`src/rtl/fir_seq_mac_if.sv`:
```
// fir_seq_mac_if: bundle of the FIR engine's coefficient-write port,
// sample input handshake and result output handshake.
//   master : drives coef_*, in_valid/in_data, out_ready; sees in_ready,
//            out_valid, out_data
//   slave  : the FIR engine side (mirror of master)
interface fir_seq_mac_if #(
   parameter int DW = 16,
   parameter int CW = 16
);
   logic                 coef_we;
   logic [3:0]           coef_addr;
   logic signed [CW-1:0] coef_data;
   logic                 in_valid;
   logic                 in_ready;
   logic signed [DW-1:0] in_data;
   logic                 out_valid;
   logic                 out_ready;
   logic [31:0]          out_data;

   modport master (
      output coef_we, coef_addr, coef_data, in_valid, in_data, out_ready,
      input  in_ready, out_valid, out_data
   );

   modport slave (
      input  coef_we, coef_addr, coef_data, in_valid, in_data, out_ready,
      output in_ready, out_valid, out_data
   );
endinterface

```
`src/rtl/fir_seq_mac.sv`:
```
// fir_seq_mac: sequential single-multiplier FIR engine.
// Accepts one signed sample per in handshake, shifts it into a TAPS-deep
// delay line, then runs one multiply-accumulate per cycle into a 32-bit
// accumulator (exact or ETA1 approximate add, chosen by APPROX) and offers
// the result on the out handshake.
// Ports:
//   clk  : clock, rising edge
//   rst  : synchronous active-high reset
//   bus  : fir_seq_mac_if.slave (coef write, in_*, out_* handshakes)
//
// state | meaning
// IDLE  | in_ready high, coefficient writes applied, waiting for a sample
// MAC   | one tap per cycle, k = 0..TAPS-1
// OUT   | result presented, held until out_ready
module fir_seq_mac #(
   parameter int TAPS   = 8,
   parameter int DW     = 16,
   parameter int CW     = 16,
   parameter int APPROX = 1
) (
   input  logic             clk,
   input  logic             rst,
   fir_seq_mac_if.slave     bus
);
   localparam int KW = (TAPS > 1) ? $clog2(TAPS) : 1;

   typedef enum logic [1:0] {IDLE, MAC, OUT} state_t;

   state_t               state;
   logic signed [DW-1:0] x [TAPS];
   logic signed [CW-1:0] c [TAPS];
   logic [31:0]          acc;
   logic [KW-1:0]        k;
   logic                 in_ready_q;
   logic                 out_valid_q;
   logic [31:0]          out_data_q;
   logic [31:0]          prod;
   logic [31:0]          acc_next;

   assign bus.in_ready  = in_ready_q;
   assign bus.out_valid = out_valid_q;
   assign bus.out_data  = out_data_q;

   // Upper 12 bits add exactly; the lower 20 bits take a ^ b down to the
   // first position where both operands are 1, and all ones from there down.
   function automatic logic [31:0] eta1(input logic [31:0] a, input logic [31:0] b);
      logic [31:0] s;
      logic        hit;
      s[31:20] = a[31:20] + b[31:20];
      hit      = 1'b0;
      for (int i = 19; i >= 0; i--) begin
         if (!hit && a[i] && b[i]) hit = 1'b1;
         s[i] = hit ? 1'b1 : (a[i] ^ b[i]);
      end
      return s;
   endfunction

   // Sign-extend both operands to 32 bits; the low 32 bits of the unsigned
   // product equal the signed product since DW+CW = 32.
   always_comb begin
      prod = {{(32-DW){x[k][DW-1]}}, x[k]} * {{(32-CW){c[k][CW-1]}}, c[k]};
      if (APPROX != 0) acc_next = eta1(acc, prod);
      else             acc_next = acc + prod;
   end

   always_ff @(posedge clk) begin
      if (rst) begin
         state       <= IDLE;
         in_ready_q  <= 1'b0;
         out_valid_q <= 1'b0;
         out_data_q  <= '0;
         acc         <= '0;
         k           <= '0;
         for (int j = 0; j < TAPS; j++) begin
            x[j] <= '0;
            c[j] <= '0;
         end
      end else begin
         case (state)
            IDLE: begin
               in_ready_q <= 1'b1;
               if (bus.coef_we && (32'(bus.coef_addr) < TAPS))
                  c[bus.coef_addr[KW-1:0]] <= bus.coef_data;
               if (bus.in_valid && in_ready_q) begin
                  for (int j = TAPS - 1; j > 0; j--) x[j] <= x[j-1];
                  x[0]       <= bus.in_data;
                  acc        <= '0;
                  k          <= '0;
                  in_ready_q <= 1'b0;
                  state      <= MAC;
               end
            end
            MAC: begin
               acc <= acc_next;
               k   <= k + 1'b1;
               if (k == KW'(TAPS - 1)) begin
                  k     <= '0;
                  state <= OUT;
               end
            end
            OUT: begin
               // First OUT cycle loads the result; afterwards it is held
               // until the consumer takes it.
               if (!out_valid_q) begin
                  out_valid_q <= 1'b1;
                  out_data_q  <= acc;
               end else if (bus.out_ready) begin
                  out_valid_q <= 1'b0;
                  in_ready_q  <= 1'b1;
                  state       <= IDLE;
               end
            end
            default: state <= IDLE;
         endcase
      end
   end
endmodule
```
`src/flat_wrapper.sv`:
```
// flat-port wrapper written by rule: the top's interface ports become plain ports
module fir_seq_mac_flat 
#(
   parameter int TAPS   = 8,
   parameter int DW     = 16,
   parameter int CW     = 16,
   parameter int APPROX = 1
)
  (clk, rst, bus_coef_we, bus_coef_addr, bus_coef_data, bus_in_valid, bus_in_data, bus_out_ready, bus_in_ready, bus_out_valid, bus_out_data);
  fir_seq_mac_if #(.DW(DW), .CW(CW)) bus_i ();
  input  logic clk;
  input  logic rst;
  input wire logic [$bits(bus_i.coef_we)-1:0] bus_coef_we;
  input wire logic [$bits(bus_i.coef_addr)-1:0] bus_coef_addr;
  input wire logic [$bits(bus_i.coef_data)-1:0] bus_coef_data;
  input wire logic [$bits(bus_i.in_valid)-1:0] bus_in_valid;
  input wire logic [$bits(bus_i.in_data)-1:0] bus_in_data;
  input wire logic [$bits(bus_i.out_ready)-1:0] bus_out_ready;
  output wire logic [$bits(bus_i.in_ready)-1:0] bus_in_ready;
  output wire logic [$bits(bus_i.out_valid)-1:0] bus_out_valid;
  output wire logic [$bits(bus_i.out_data)-1:0] bus_out_data;
  assign bus_i.coef_we = bus_coef_we;
  assign bus_i.coef_addr = bus_coef_addr;
  assign bus_i.coef_data = bus_coef_data;
  assign bus_i.in_valid = bus_in_valid;
  assign bus_i.in_data = bus_in_data;
  assign bus_i.out_ready = bus_out_ready;
  assign bus_in_ready = bus_i.in_ready;
  assign bus_out_valid = bus_i.out_valid;
  assign bus_out_data = bus_i.out_data;
  fir_seq_mac #(.TAPS(TAPS), .DW(DW), .CW(CW), .APPROX(APPROX)) u_core (.clk(clk), .rst(rst), .bus(bus_i));
endmodule
```
`config.mk`:
```
export PLATFORM = sky130hd
export DESIGN_NAME = fir_seq_mac_flat
export DESIGN_NICKNAME = d
export VERILOG_FILES = /design/src/rtl/fir_seq_mac_if.sv /design/src/rtl/fir_seq_mac.sv /design/src/flat_wrapper.sv
export SDC_FILE = /design/constraint.sdc
export NUM_CORES = 1
export LEC_CHECK = 0
export CORE_MARGIN = 2
export CORE_UTILIZATION = 60
export CTS_CLUSTER_SIZE = 28
export DETAILED_ROUTE_END_ITERATION = 8
export GPL_TIMING_DRIVEN = 0
export PLACE_DENSITY = 0.8
export SLEW_MARGIN = 20
export SYNTH_ARGS = -nofsm -noshare
export SYNTH_HDL_FRONTEND = slang
export SYNTH_SLANG_ARGS = --single-unit
```
`constraint.sdc`:
```
create_clock -name clk -period 12.7 [get_ports clk]
set_input_delay 2.54 -clock clk [delete_from_list [all_inputs] [get_ports clk]]
set_output_delay 2.54 -clock clk [all_outputs]
set_load 0.02 [all_outputs]
```
After elaboration in Yosys (flattened, before gate mapping):

Memory sizes are Yosys's and may differ from the RTL's. A register that Yosys moved wholly into a read port is not among the register bits.
Index checks and enable logic that the tools add are counted.

* add/subtract/negate cells: 2
* bitwise logic cells: 29
* eq/ne operators: 7
* reduce and logical (&&, ||, !) cells: 68
* $mul: 1
* $lt $le $gt $ge: 1
* muxes and demuxes: 81

Operator list (count)
* 16-bit two-way mux: 9
* 32-bit case mux with 2 select lines: 1
* 1-bit two-way mux: 56
* 1-bit logical AND: 41
* 16-bit by 16-bit multiplier with 32-bit output: 1
* 32-bit two-way mux: 1
* 3-bit two-way mux: 7
* 1-bit XOR: 20
* 1-bit zero test: 19
* 16-bit OR reduction: 1
* 12-bit adder: 1
* 2-bit two-way mux: 4
* 1-bit OR: 8
* 2-bit by 1-bit inequality test with 1-bit output (second input constant): 3
* 2-bit case mux with 3 select lines: 1
* 3-bit case mux with 2 select lines: 1
* 4-bit less-than comparator (second input constant): 1
* 2-bit AND reduction: 2
* 4-bit AND reduction: 1
* 2-bit nonzero test: 2
* 3-bit by 1-bit adder with 3-bit output (second input constant): 1
* 3-bit equality test (second input constant): 1
* 3-bit AND reduction: 1
* 2-bit by 1-bit equality test with 1-bit output (second input constant): 1
* other kinds (5): 5

* memories kept: 2
* register bits after elaboration: 71
* output and inout bits: 34
* input bits: 41
* RAM bits: 256
* word-level logic and storage cells: 197

Memory list
* u_core.c: depth 8, bits a word 16, rd ports 1, clocked after Yosys merged registers in 1, write ports 8, RTL line fir_seq_mac.sv:31 `logic signed [CW-1:0] c [TAPS];`
* u_core.x: depth 8, bits a word 16, rd ports 8, clocked after Yosys merged registers in 1, write ports 8, RTL line fir_seq_mac.sv:30 `logic signed [DW-1:0] x [TAPS];`

Logic depth before layout (Yosys ltp):

* depth after elaboration: 81
* depth in mapped cells: 41
* mapped depth without buffers: 37

Worst setup path after synthesis:

Ideal clock, no wire load.

* kind: register to register
* start point: reg (tool-made name)
* end point: reg u_core.acc[30]
* stages on the path, launching flop included: 39
* data required time: 12.583 ns
* setup slack: 3.804 ns
* period minus slack after synthesis: 8.896 ns
* arrival: 8.779 ns
* buffers on the path: 3
* library setup time: 0.117 ns
* path through: dfxtp_1 buf_2 buf_2 buf_2 mux4_2 mux2i_1 nor2_1 fa_1 inv_1 fa_1 fa_1 inv_1 fa_1 fa_1 inv_1 fa_1 inv_1 ha_1 [3 not listed] nand2_2 a311o_1 and2_4 o21a_1 nor2_1 xnor2_1 ha_1 nor2b_1 o21ai_0 a21boi_1 o21ai_0 nand2b_1 a21oi_1 o21bai_1 a21o_1 a21oi_1 xnor2_1 a32o_1

RTL lines
* end signal, assigned: RTL line fir_seq_mac.sv:94 `acc <= acc_next;`
* end, declared: RTL line fir_seq_mac.sv:32 `logic [31:0] acc;`

==> impl_metrics.yaml <==
run_status:
  status: "completed"
layout:
  final_common_cell: "inv_1"
  antenna_cells: 0
  stdcell_count: 2838
  area_delta_synth_final_pct: 10.66
  layout-drive-gt1-share_pct: 8.776
  fin_nets: 2686
  nFillCells: 2896
  most-common-layout-cells: "315 x inv_1, 264 x and2_1, 263 x fa_1, 256 x edfxtp_1, 229 x nand2_1"
power:
  leakage_nw: 10.98
  p_per_area_mw_per_mm2: 254.3
  finalPower_mw: 6.877
  ir_drop_mv: 0.3593
logic_synthesis:
  syn-num-nets: 2568
  async_flop_share_pct: 0
  synthFlopType: "edfxtp_1"
  synth_edf_count: 256
  synth-seq-area-share_pct: 37.51
  syn_area_mm2: 0.02444
  ys_types: 72
  avgSynthCellArea_um2: 11.27
  synth-seq-cells: 330
  yosysWarnings: 0
  syn_inst: 2169
min_path:
  min_to: "u_core.bus.out_data[2]"
  hold_path_startpoint: "u_core.bus.out_data[2]"
  hold_depth: 2
  min_path_type: "flip-flop to flip-flop"
clock_network:
  htree_levels: 2
  cts_buffer_depth: 3
  cts_setup_buffers: 0
  hold_buffers: 0
  cts_resized: 0
  clk_latency_ns: 0.57
  cts_tree: "done"
  cts.sinks: 330
  numCtsBuffers: 36
  clockRootBuffer: "clkbuf_16"
  clk_pin_slew_ns: 0.06
critical_path:
  crit_path_max_incr_delay_ns: 0.84
  worstSetupStartpointType: "flip-flop"
  arrival_ns: 11.38
  r2r_setup_slack_ns: 1.76
  cp_slowest_cell: "mux2i_1"
  timing.rr.end: "u_core.acc[30]"
  crit_top_cell: "fa_1"
  worstPathRequired_ns: 13.14
  path_max_fanout: 10
  crit_type: "flip-flop to flip-flop"
  end_kind: "flip-flop"
  reg2reg_depth: 38
timing:
  skew_ns: 0.02898
  rsz0062_at_grt: "no"
  tns_ns: 0
  setup-violations-final: 0
  drv_slew: 0
  finalHoldViolCount: 0
  min_period_ns: 10.94
  hold_ws_ns: 0.4529
  worst-slew-pin-transition_ns: 1.137
  setup_ws_ns: 1.759
  fmax_mhz: 91.40
  slew_headroom_pct: 22.02
  period_share_pct: 86.15
route:
  first_pass_iters: 5
  drc: 0
  drt_iter0_drc: 1326
  wl_per_cell_um: 20.77
  vias: 16768
  wl_mm: 58.95
  antenna_left: 0
  vias_per_cell: 5.908
placed_design:
  hpwl_mm: 44.45
  dp_slack_ns: 1.838
  numPortBuffers: 73
  placedCellCount: 2774
  gp_congestion: 0.9614
floorplanning:
  ios: 75
  core-area_mm2: 0.04001
  start_util_pct: 61.10
  row_count: 73
  dieArea_mm2: 0.04237
  die_y_um: 205.8
  die_w_um: 205.8
grt:
  grt_usage_pct: 29.60
  antenna_found_initial: 0
  grt-ovfl-total: 0
  grt_pass1_wl_mm: 94.36
  grt_max_degree: 92
  grt_pass1_vias: 17901
flow_run:
  drv_cap: 0
==> kinds of logic after synthesis <==
family,after synthesis,synth area share [%]
XOR/XNOR,44,1.607
buffers and inverters,397,6.209
multiplexers,116,8.159
flip-flops,330,37.51
AND/OR/NAND/NOR,731,14.86
AO/OA/AOI/OAI,193,5.257
adder cells (fa/ha/maj),358,26.40
==> flip-flops by register name, summed over array words and instances, names as in the netlist, named ones only <==
register	flops
u_core.k	3
u_core.bus.out_valid	1
u_core.acc	32
u_core.state	2
u_core.x	128
u_core.bus.out_data	32
u_core.bus.in_ready	1
u_core.c	128
==> cell type report <==
class / instances / area [um2] / area share [%]
repair buffers: 80 / 825.8 / 3.053
clock buffers: 49 / 970.9 / 3.589
flip-flops and latches: 330 / 9169 / 33.90
well taps: 525 / 656.9 / 2.428
clock inverters: 15 / 108.9 / 0.4024
plain buffers: 81 / 331.6 / 1.226
inverters: 316 / 1191 / 4.404
multi-input cells: 1442 / 13800 / 51.00
==> power breakdown <==
group,internal (mW),switching (mW)
Combinational,1.98,2.62
Clock,0.544,0.439
Sequential,1.24,0.0452
Total,3.77,3.11
==> stage by stage <==
| stage | utilization (%) | instance area (um2) |
|---|---|---|
| 2_1_floorplan | - | 24440 |
| 3_3_place_gp | 64.57 | 25830 |
| 3_5_place_dp | 64.91 | 25970 |
| 4_1_cts | 67.60 | 27050 |
| 5_1_grt | 67.61 | 27050 |
| 6_report | 67.61 | 27050 |
==> worst max path at each step <==
stage | slack [ns] | depth (start not counted) | end | startpoint
global route | 1.0 | 35 | u_core.acc[31] | flip-flop
CTS | 1.76 | 35 | u_core.acc[31] | flip-flop
finish | 1.76 | 38 | u_core.acc[30] | flip-flop
floorplan | 3.80 | 38 | u_core.acc[30] | flip-flop
global placement | 1.99 | 38 | u_core.acc[30] | flip-flop
detailed placement | 1.84 | 37 | u_core.acc[31] | flip-flop
==> synth_stat cells (all sizes together), types with 6 or more instances <==
| library cell | count | area, um2 |
|---|---|---|
| dfxtp | 74 | 1481 |
| a22oi | 7 | 52.55 |
| mux4 | 64 | 1441 |
| a21o | 13 | 105.1 |
| mux2i | 26 | 260.3 |
| a31oi | 7 | 43.79 |
| buf | 14 | 80.07 |
| xor2 | 15 | 131.4 |
| o31ai | 6 | 58.81 |
| fa | 263 | 5265 |
| a21oi | 83 | 445.4 |
| nor2b | 11 | 68.82 |
| nand3 | 15 | 75.07 |
| nor3 | 12 | 71.32 |
| ha | 95 | 1189 |
| and2 | 265 | 1660 |
| inv | 316 | 1186 |
| edfxtp | 256 | 7687 |
| o211ai | 6 | 60.06 |
| xnor2 | 29 | 261.5 |
| nor2 | 150 | 563.0 |
| o21ai | 37 | 188.9 |
| nand2 | 232 | 878.3 |
| mux2 | 26 | 292.8 |
| and3 | 6 | 37.54 |
| nand2b | 14 | 87.58 |
| clkbuf | 67 | 251.5 |
| or2 | 12 | 75.08 |
==> worst max-delay path: cells and delay by family (launching register included) <==
family,cells,cell delay [ns]
AND/OR/NAND/NOR,7,1.04
XOR/XNOR,2,0.21
buffers and inverters,7,2.08
flip-flops,1,0.31
adder cells (fa/ha/maj),8,3.68
multiplexers,2,1.29
AO/OA/AOI/OAI,12,2.16
==> routing by layer <==
metal,vias up,routed length [um],share of wire (%),GRT usage (%)
met5,-,0,0,0
met4,0,2563,4.3,13.60
met3,162,4746,8.1,4.672
met2,739,29450,50,50.38
met1,8529,22190,38,37.47
li1,7338,-,-,-
No activity file was read; power rests on OpenSTA's default activity.
